==> src/rtl/rfblackwidow_dcache_wrctl.sv <==
// rtl/rfblackwidow_dcache_wrctl.sv - data-cache write controller: fill beats plus in-order store queue
// Merges line-fill beats and buffered store hits onto one data-RAM write port.
module rfblackwidow_dcache_wrctl #(
    parameter int WAYS     = 4,
    parameter int ADR_W    = 32,
    parameter int DATA_W   = 128,
    parameter int LINE_W   = 512,
    parameter int SQ_DEPTH = 4
) (
    input  logic                i_clk,
    input  logic                i_rst,
    input  logic                i_st_req,
    input  logic [ADR_W-1:0]    i_st_adr,
    input  logic [DATA_W-1:0]   i_st_dat,
    input  logic [DATA_W/8-1:0] i_st_sel,
    input  logic [WAYS-1:0]     i_st_way,
    input  logic                i_dce,
    input  logic                i_hit,
    input  logic                i_inv,
    input  logic                i_acr_w,
    output logic                o_st_rdy,
    output logic                o_perm_err,
    input  logic                i_fill_start,
    input  logic [ADR_W-1:0]    i_fill_adr,
    input  logic [WAYS-1:0]     i_fill_way,
    input  logic                i_fill_vld,
    input  logic [DATA_W-1:0]   i_fill_dat,
    input  logic                i_fill_err,
    output logic                o_busy,
    output logic                o_inv_line,
    output logic [WAYS-1:0]     o_inv_way,
    output logic [ADR_W-1:0]    o_inv_adr,
    output logic                o_wr,
    output logic [WAYS-1:0]     o_wr_way,
    output logic [ADR_W-1:0]    o_wr_adr,
    output logic [DATA_W-1:0]   o_wr_dat,
    output logic [DATA_W/8-1:0] o_wr_sel
);

    localparam int FILL_BEATS = LINE_W / DATA_W;
    localparam int SEL_W      = DATA_W / 8;
    localparam int BOFF_W     = $clog2(DATA_W / 8);
    localparam int BEAT_W     = $clog2(FILL_BEATS);
    localparam int PTR_W      = $clog2(SQ_DEPTH);
    localparam int CNT_W      = PTR_W + 1;
    localparam logic [ADR_W-1:0] LINE_MASK = ~(ADR_W'(LINE_W / 8 - 1));

    typedef enum logic {S_IDLE, S_FILL} state_t;

    state_t              r_state, w_state_nxt;
    logic [BEAT_W-1:0]   r_beat, w_beat_nxt;
    logic [ADR_W-1:0]    r_line, w_line_nxt;
    logic [WAYS-1:0]     r_fway, w_fway_nxt;
    logic                w_fill_wr, w_fill_abort, w_port_fill;

    logic [ADR_W-1:0]    r_sq_adr [SQ_DEPTH];
    logic [DATA_W-1:0]   r_sq_dat [SQ_DEPTH];
    logic [SEL_W-1:0]    r_sq_sel [SQ_DEPTH];
    logic [WAYS-1:0]     r_sq_way [SQ_DEPTH];
    logic [PTR_W-1:0]    r_wp, r_rp;
    logic [CNT_W-1:0]    r_count;
    logic                w_st_ok, w_push, w_pop, w_head_blk;

    logic                r_wr, r_perm_err, r_inv_line;
    logic [WAYS-1:0]     r_wr_way, r_inv_way;
    logic [ADR_W-1:0]    r_wr_adr, r_inv_adr;
    logic [DATA_W-1:0]   r_wr_dat;
    logic [SEL_W-1:0]    r_wr_sel;

    always_ff @(posedge i_clk) begin
        if (i_rst) begin
            r_state <= S_IDLE;
            r_beat  <= '0;
            r_line  <= '0;
            r_fway  <= '0;
        end else begin
            r_state <= w_state_nxt;
            r_beat  <= w_beat_nxt;
            r_line  <= w_line_nxt;
            r_fway  <= w_fway_nxt;
        end
    end

    always_comb begin
        w_state_nxt  = r_state;
        w_beat_nxt   = r_beat;
        w_line_nxt   = r_line;
        w_fway_nxt   = r_fway;
        w_fill_wr    = 1'b0;
        w_fill_abort = 1'b0;
        case (r_state)
            S_IDLE: begin
                if (i_fill_start) begin
                    w_state_nxt = S_FILL;
                    w_line_nxt  = i_fill_adr & LINE_MASK;
                    w_fway_nxt  = i_fill_way;
                    w_beat_nxt  = '0;
                end
            end
            S_FILL: begin
                if (i_fill_vld) begin
                    if (i_fill_err) begin
                        w_fill_abort = 1'b1;
                        w_state_nxt  = S_IDLE;
                    end else begin
                        w_fill_wr  = 1'b1;
                        w_beat_nxt = r_beat + 1'b1;
                        if (r_beat == BEAT_W'(FILL_BEATS - 1))
                            w_state_nxt = S_IDLE;
                    end
                end
            end
            default: w_state_nxt = S_IDLE;
        endcase
    end

    // Any valid beat during a fill owns the port, including an error beat.
    assign w_port_fill = (r_state == S_FILL) && i_fill_vld;
    assign w_head_blk  = (r_state == S_FILL) && ((r_sq_adr[r_rp] & LINE_MASK) == r_line);
    assign w_pop       = (r_count != '0) && !w_port_fill && !w_head_blk;
    assign o_st_rdy    = !i_rst && (r_count != CNT_W'(SQ_DEPTH));
    assign w_st_ok     = i_st_req && i_dce && i_hit && !i_inv && o_st_rdy;
    assign w_push      = w_st_ok && i_acr_w;

    always_ff @(posedge i_clk) begin
        if (w_push) begin
            r_sq_adr[r_wp] <= i_st_adr;
            r_sq_dat[r_wp] <= i_st_dat;
            r_sq_sel[r_wp] <= i_st_sel;
            r_sq_way[r_wp] <= i_st_way;
        end
    end

    always_ff @(posedge i_clk) begin
        if (i_rst) begin
            r_wp    <= '0;
            r_rp    <= '0;
            r_count <= '0;
        end else begin
            if (w_push)
                r_wp <= r_wp + 1'b1;
            if (w_pop)
                r_rp <= r_rp + 1'b1;
            case ({w_push, w_pop})
                2'b10:   r_count <= r_count + 1'b1;
                2'b01:   r_count <= r_count - 1'b1;
                default: r_count <= r_count;
            endcase
        end
    end

    always_ff @(posedge i_clk) begin
        if (i_rst) begin
            r_wr       <= 1'b0;
            r_wr_way   <= '0;
            r_wr_adr   <= '0;
            r_wr_dat   <= '0;
            r_wr_sel   <= '0;
            r_perm_err <= 1'b0;
            r_inv_line <= 1'b0;
            r_inv_way  <= '0;
            r_inv_adr  <= '0;
        end else begin
            r_wr       <= w_fill_wr || w_pop;
            r_perm_err <= w_st_ok && !i_acr_w;
            r_inv_line <= w_fill_abort;
            if (w_fill_wr) begin
                r_wr_way <= r_fway;
                r_wr_adr <= r_line + (ADR_W'(r_beat) << BOFF_W);
                r_wr_dat <= i_fill_dat;
                r_wr_sel <= '1;
            end else if (w_pop) begin
                r_wr_way <= r_sq_way[r_rp];
                r_wr_adr <= r_sq_adr[r_rp];
                r_wr_dat <= r_sq_dat[r_rp];
                r_wr_sel <= r_sq_sel[r_rp];
            end
            if (w_fill_abort) begin
                r_inv_way <= r_fway;
                r_inv_adr <= r_line;
            end
        end
    end

    assign o_busy     = (r_state == S_FILL);
    assign o_wr       = r_wr;
    assign o_wr_way   = r_wr_way;
    assign o_wr_adr   = r_wr_adr;
    assign o_wr_dat   = r_wr_dat;
    assign o_wr_sel   = r_wr_sel;
    assign o_perm_err = r_perm_err;
    assign o_inv_line = r_inv_line;
    assign o_inv_way  = r_inv_way;
    assign o_inv_adr  = r_inv_adr;

endmodule
==> config.mk <==
export PLATFORM = sky130hd
export DESIGN_NAME = rfblackwidow_dcache_wrctl
export DESIGN_NICKNAME = d
export VERILOG_FILES = /design/src/rtl/rfblackwidow_dcache_wrctl.sv
export SDC_FILE = /design/constraint.sdc
export NUM_CORES = 1
export LEC_CHECK = 0
export CAP_MARGIN = 20
export CORE_MARGIN = 2
export CORE_UTILIZATION = 55
export DETAILED_ROUTE_END_ITERATION = 10
export PLACE_DENSITY = 0.81
export SLEW_MARGIN = 20
export SYNTH_ARGS = -nofsm -noshare
export SYNTH_HDL_FRONTEND = slang
export SYNTH_SLANG_ARGS = --single-unit
==> constraint.sdc <==
create_clock -name i_clk -period 9.15 [get_ports i_clk]
set_input_delay 1.3725 -clock i_clk [delete_from_list [all_inputs] [get_ports i_clk]]
set_output_delay 1.3725 -clock i_clk [all_outputs]
set_load 0.01 [all_outputs]
Yosys cells after proc, flatten, opt, wreduce, memory -nomap -nowiden --
Memories as Yosys holds them, arrays and structs flattened. A register that Yosys moved wholly into a read port is not among the register bits. Index checks and enable logic that the tools add are counted. W data, S select, Z words.
Storage, ports and cells: register bits after elaboration 253, RAM bits 720, input port bits 354, logic and storage cells 91, memories 4
Memory list:
- r_sq_dat | depth 4, bits a word 128, read ports 1, clocked after memory_dff 1, wr ports 1, RTL line 57 | logic [DATA_W-1:0] r_sq_dat [SQ_DEPTH];
- r_sq_adr | depth 4, bits a word 32, read ports 1, clocked after memory_dff 1, wr ports 1, RTL line 56 | logic [ADR_W-1:0] r_sq_adr [SQ_DEPTH];
- r_sq_sel | depth 4, bits a word 16, read ports 1, clocked after memory_dff 1, wr ports 1, RTL line 58 | logic [SEL_W-1:0] r_sq_sel [SQ_DEPTH];
- r_sq_way | depth 4, bits a word 4, read ports 1, clocked after memory_dff 1, wr ports 1, RTL line 59 | logic [WAYS-1:0] r_sq_way [SQ_DEPTH];
Operators by class: $add $sub $neg 6, equality and inequality tests 8, mux-type cells 34, bitwise operators 1, reduce and logical (&&, ||, !) cells 22
Operators with widths (count):
- $mux W128 | 2
- $mux W32 | 2
- $add A32 B6 Y32 | 1
- $mux W16 | 2
- $eq A26 B26 Y1 | 1
- $mux W2 | 11
- $mux W1 | 12
- $logic_and A1 B1 Y1 | 11
- $mux W4 | 2
- $add A2 B1 Y2 const B | 3
- $ne A2 B2 Y1 const B | 3
- $pmux W3 S2 | 1
- $logic_not A1 Y1 | 5
- $eq A2 B2 Y1 const B | 2
- $pmux W2 S2 | 1
- $reduce_bool A2 Y1 | 2
- $add A3 B1 Y3 const B | 1
- $ne A3 B3 Y1 const B | 1
- $reduce_and A3 Y1 | 1
- $reduce_bool A3 Y1 | 1
- $sub A3 B1 Y3 const B | 1
- $eq A2 B1 Y1 const B | 1
- $pmux W1 S2 | 1
- $reduce_and A2 Y1 | 1
- 2 further kinds | 2

Longest topological paths before layout --
depth after elaboration 7, mapped depth 17, gate-level depth less buffers 13

Least setup slack after synthesis --
No wires, ideal clock.
kind input to register, start input port i_rst, end memory r_sq_adr[0][0], enable pin, library setup time 0.564 ns, arrival 6.122 ns, data required time 8.586 ns, slack 2.464 ns, stages 3, cell sequence a31oi_1 -> and4_1 -> and3_1
On the way: cells in the longest elaborated chain, start to end 6
RTL lines:
- start: declaration | RTL line 11 | input logic i_rst,
- $logic_not A1 Y1 | RTL line 121 | assign o_st_rdy = !i_rst && (r_count != CNT_W'(SQ_DEPTH));
- $logic_and A1 B1 Y1 | RTL line 121
- $logic_and A1 B1 Y1 | RTL line 122 | assign w_st_ok = i_st_req && i_dce && i_hit && !i_inv && o_st_rdy;
- $logic_and A1 B1 Y1 | RTL line 123 | assign w_push = w_st_ok && i_acr_w;
- $mux W1 | RTL line 126 | if (w_push) begin
- $mux W1 (not written as such) | RTL line 127 | r_sq_adr[r_wp] <= i_st_adr;
- end: declaration | RTL line 56
No other way between the ends.

==> results.sh <==
export IMPL_dieHeight_um=267
export IMPL_synth_top_area_share_pct=57.0
export IMPL_start_util_pct=55.4
export IMPL_pre_cts_slack_ns=3.46
export IMPL_hold_violations=0
export IMPL_rsz0062_at_grt="no"
export IMPL_grt_max_degree=92
export IMPL_dp_cells=3590
export IMPL_fp_dieArea_um2=71100
export IMPL_worstMarginPinSlew_ns=1.11
export IMPL_ys_seq_elements=975
export IMPL_min_period_ns=5.50
export IMPL_whs_path_depth=1
export IMPL_cts_buffer_depth=3
export IMPL_cts_resized_gates=0
export IMPL_synth_most_common_cell="edfxtp_1"
export IMPL_power_per_cell_area_nw_per_um2=278
export IMPL_fin_tns_setup_ns=0
export IMPL_dieWidth_um=267
export IMPL_grt_pass1_wl_um=143000
export IMPL_critPathBufInv=2
export IMPL_synth_seq_area_share_pct=70.4
export IMPL_antenna_found_initial=30
export IMPL_synth_avg_cell_area_um2=16.5
export IMPL_placeableCoreArea_um2=68500
export IMPL_vias_per_cell=6.08
export IMPL_cp_common_cell="buf_4"
export IMPL_drt_pass1_iterations=6
export IMPL_groute_usage_overall_pct=26.5
export IMPL_grt_pass1_vias=23500
export IMPL_syn_inst=2296
export IMPL_synth_edf_count=720
export IMPL_place_gp_congestion=0.868
export IMPL_path_class="flip-flop to flip-flop"
export IMPL_path_delay_family="buffers and inverters"
export IMPL_fin_cells=3796
export IMPL_synth_cell_types=55
export IMPL_arrival_ns=6.00
export IMPL_ys_flop_type="edfxtp_1"
export IMPL_portBuffers=562
export IMPL_nets=3169
export IMPL_drive_gt1_share_pct=16.6
export IMPL_syn_area_um2=37900
export IMPL_fin_crit_sh_pct=60.2
export IMPL_routedWlPerCell_um=25.2
export IMPL_slew_violations=0
export IMPL_yosys_area_top_type="edfxtp_1"
export IMPL_maxSlewHeadroom_pct=26.1
export IMPL_grt_overflow_total=0
export IMPL_crit_path_max_incr_delay_ns=0.99
export IMPL_drtIter0Drc=2245
export IMPL_slowest_stage="dfxtp_4"
export IMPL_cts_hold_buffers_added=0
export IMPL_drt_wl_total_um=95700
export IMPL_path_depth=9
export IMPL_p_leak_nw=15.0
export IMPL_status="finished clean"
export IMPL_fmax_mhz=182
export IMPL_cts_num_sinks=975
export IMPL_synthTopCellsByArea="edfxtp_1 (57%), dfxtp_1 (13%), mux4_2 (10%)"
export IMPL_post_cts_buffers=0
export IMPL_place_hpwl_um=58600
export IMPL_post_route_drc_count=0
export IMPL_cap_violations=0
export IMPL_placed_area_um2=44100
export IMPL_pin_count=575
export IMPL_final_cell_area_um2=47500
export IMPL_clk_latency_ns=0.67
export IMPL_start_kind="flip-flop"
export IMPL_cts_tree="done"
export IMPL_cts_root_buf="clkbuf_16"
export IMPL_cp_required_ns=9.65
export IMPL_critPathCaptureType="flip-flop"
export IMPL_row_count=96
export IMPL_clk_transition_reported_paths_ns=0.06
export IMPL_skew_ns=0.0364
export IMPL_vias=23100
export IMPL_ir_worst_vdd_v=0.000204
export IMPL_hold_class="flip-flop to flip-flop"
export IMPL_ant_nets=0
export IMPL_synth_common_cells="edfxtp_1 (720), dfxtp_1 (255), mux4_2 (176), nor2_1 (170), nor3_1 (156)"
export IMPL_numCtsBuffers=96
export IMPL_setup_viol=0
export IMPL_htree_levels=3
export IMPL_hold_ws_ns=0.479
export IMPL_critPathMaxFanout=61
export IMPL_async_reset_ff_share_pct=0
export IMPL_area_growth_pct=25.1
export IMPL_cp_cell_sequence="buf_4, mux4_2, a2bb2oi_1, nand4_1, a21oi_1, and4_4, nand2b_4, buf_4, a211oi_2"
export IMPL_ff2ff_path_depth=9
export IMPL_yosys_warnings=0
export IMPL_worst_slack_ns=3.65
cells in the final DEF, fill, tap and decap left out, drive strengths merged, types with 13 or more instances in the layout:
cell type / instances
edfxtp: 720
clkdlybuf4s50: 561
dfxtp: 255
mux4: 176
nor2: 170
a211oi: 158
nor3: 156
o21bai: 153
clkbuf: 115
nand2: 67
a21oi: 62
clkinv: 51
buf: 32
a22o: 30
diode: 22
nand3b: 20
o22ai: 18
xnor2: 17
mux2i: 15
inv: 14
bufinv: 13
cells by family (layout without fill, tap and decap cells):
group                    Yosys count  count (layout)  share of synthesized area (%)
AO/OA/AOI/OAI                    452             452                           9.93
XOR/XNOR                          23              23                          0.531
adder cells (fa/ha/maj)            7               7                          0.251
buffers and inverters            196             787                           2.48
flip-flops                       975             975                           70.4
multiplexers                     196             196                           11.0
other                              1              28                        0.00988
AND/OR/NAND/NOR                  446             446                           5.37
flip-flops by register name (all words and copies together) (netlist names), 3 cells and up, named ones only:
| name | flops |
|---|---|
| o_inv_adr | 26 |
| o_inv_way | 4 |
| o_wr_adr | 32 |
| o_wr_dat | 128 |
| o_wr_sel | 16 |
| o_wr_way | 4 |
| r_count | 3 |
| r_fway | 4 |
| r_line | 26 |
| r_sq_adr | 128 |
| r_sq_dat | 512 |
| r_sq_sel | 64 |
| r_sq_way | 16 |
routing by layer:
metal	global-route usage, %	wire length (µm)	part of all wire, %
met2	43.9	47900	50
met3	6.17	7090	7.4
met5	0	102	0.11
met4	12.2	3960	4.1
met1	33.3	36600	38
final timing paths:
kind | startpoint | end | slack (ns)
worst max-delay path | flip-flop | o_wr_dat[34] | 3.65
worst min register to register | o_inv_adr[31] | o_inv_adr[31] | 0.48
worst max register to register | flip-flop | o_wr_dat[34] | 3.65
worst min-delay path | o_inv_adr[31] | o_inv_adr[31] | 0.48
where the power goes:
part	internal (mW)	switching, mW	leakage [nW]
Clock	2.35	1.69	1.61
Combinational	1.84	1.83	4.80
Sequential	5.16	0.336	8.56
Total	9.35	3.85	15.0
layout make-up:
cell class	count	area (µm²)
timing repair buffer	593	5900
inverter	12	45.0
clock inverter	67	753
multi-input combinational	1130	10400
tap	882	1100
fill	4256	21000
antenna	22	55.1
sequential	975	26700
clock buffer	115	2510
metrics by stage:
stage	power, mW	util (%)
2_1_floorplan	7.75	-
3_3_place_gp	9.11	64.4
3_5_place_dp	9.20	64.4
4_1_cts	13.3	69.2
5_1_grt	13.7	69.3
6_report	13.2	69.3
(Power assumes the default switching activity.)
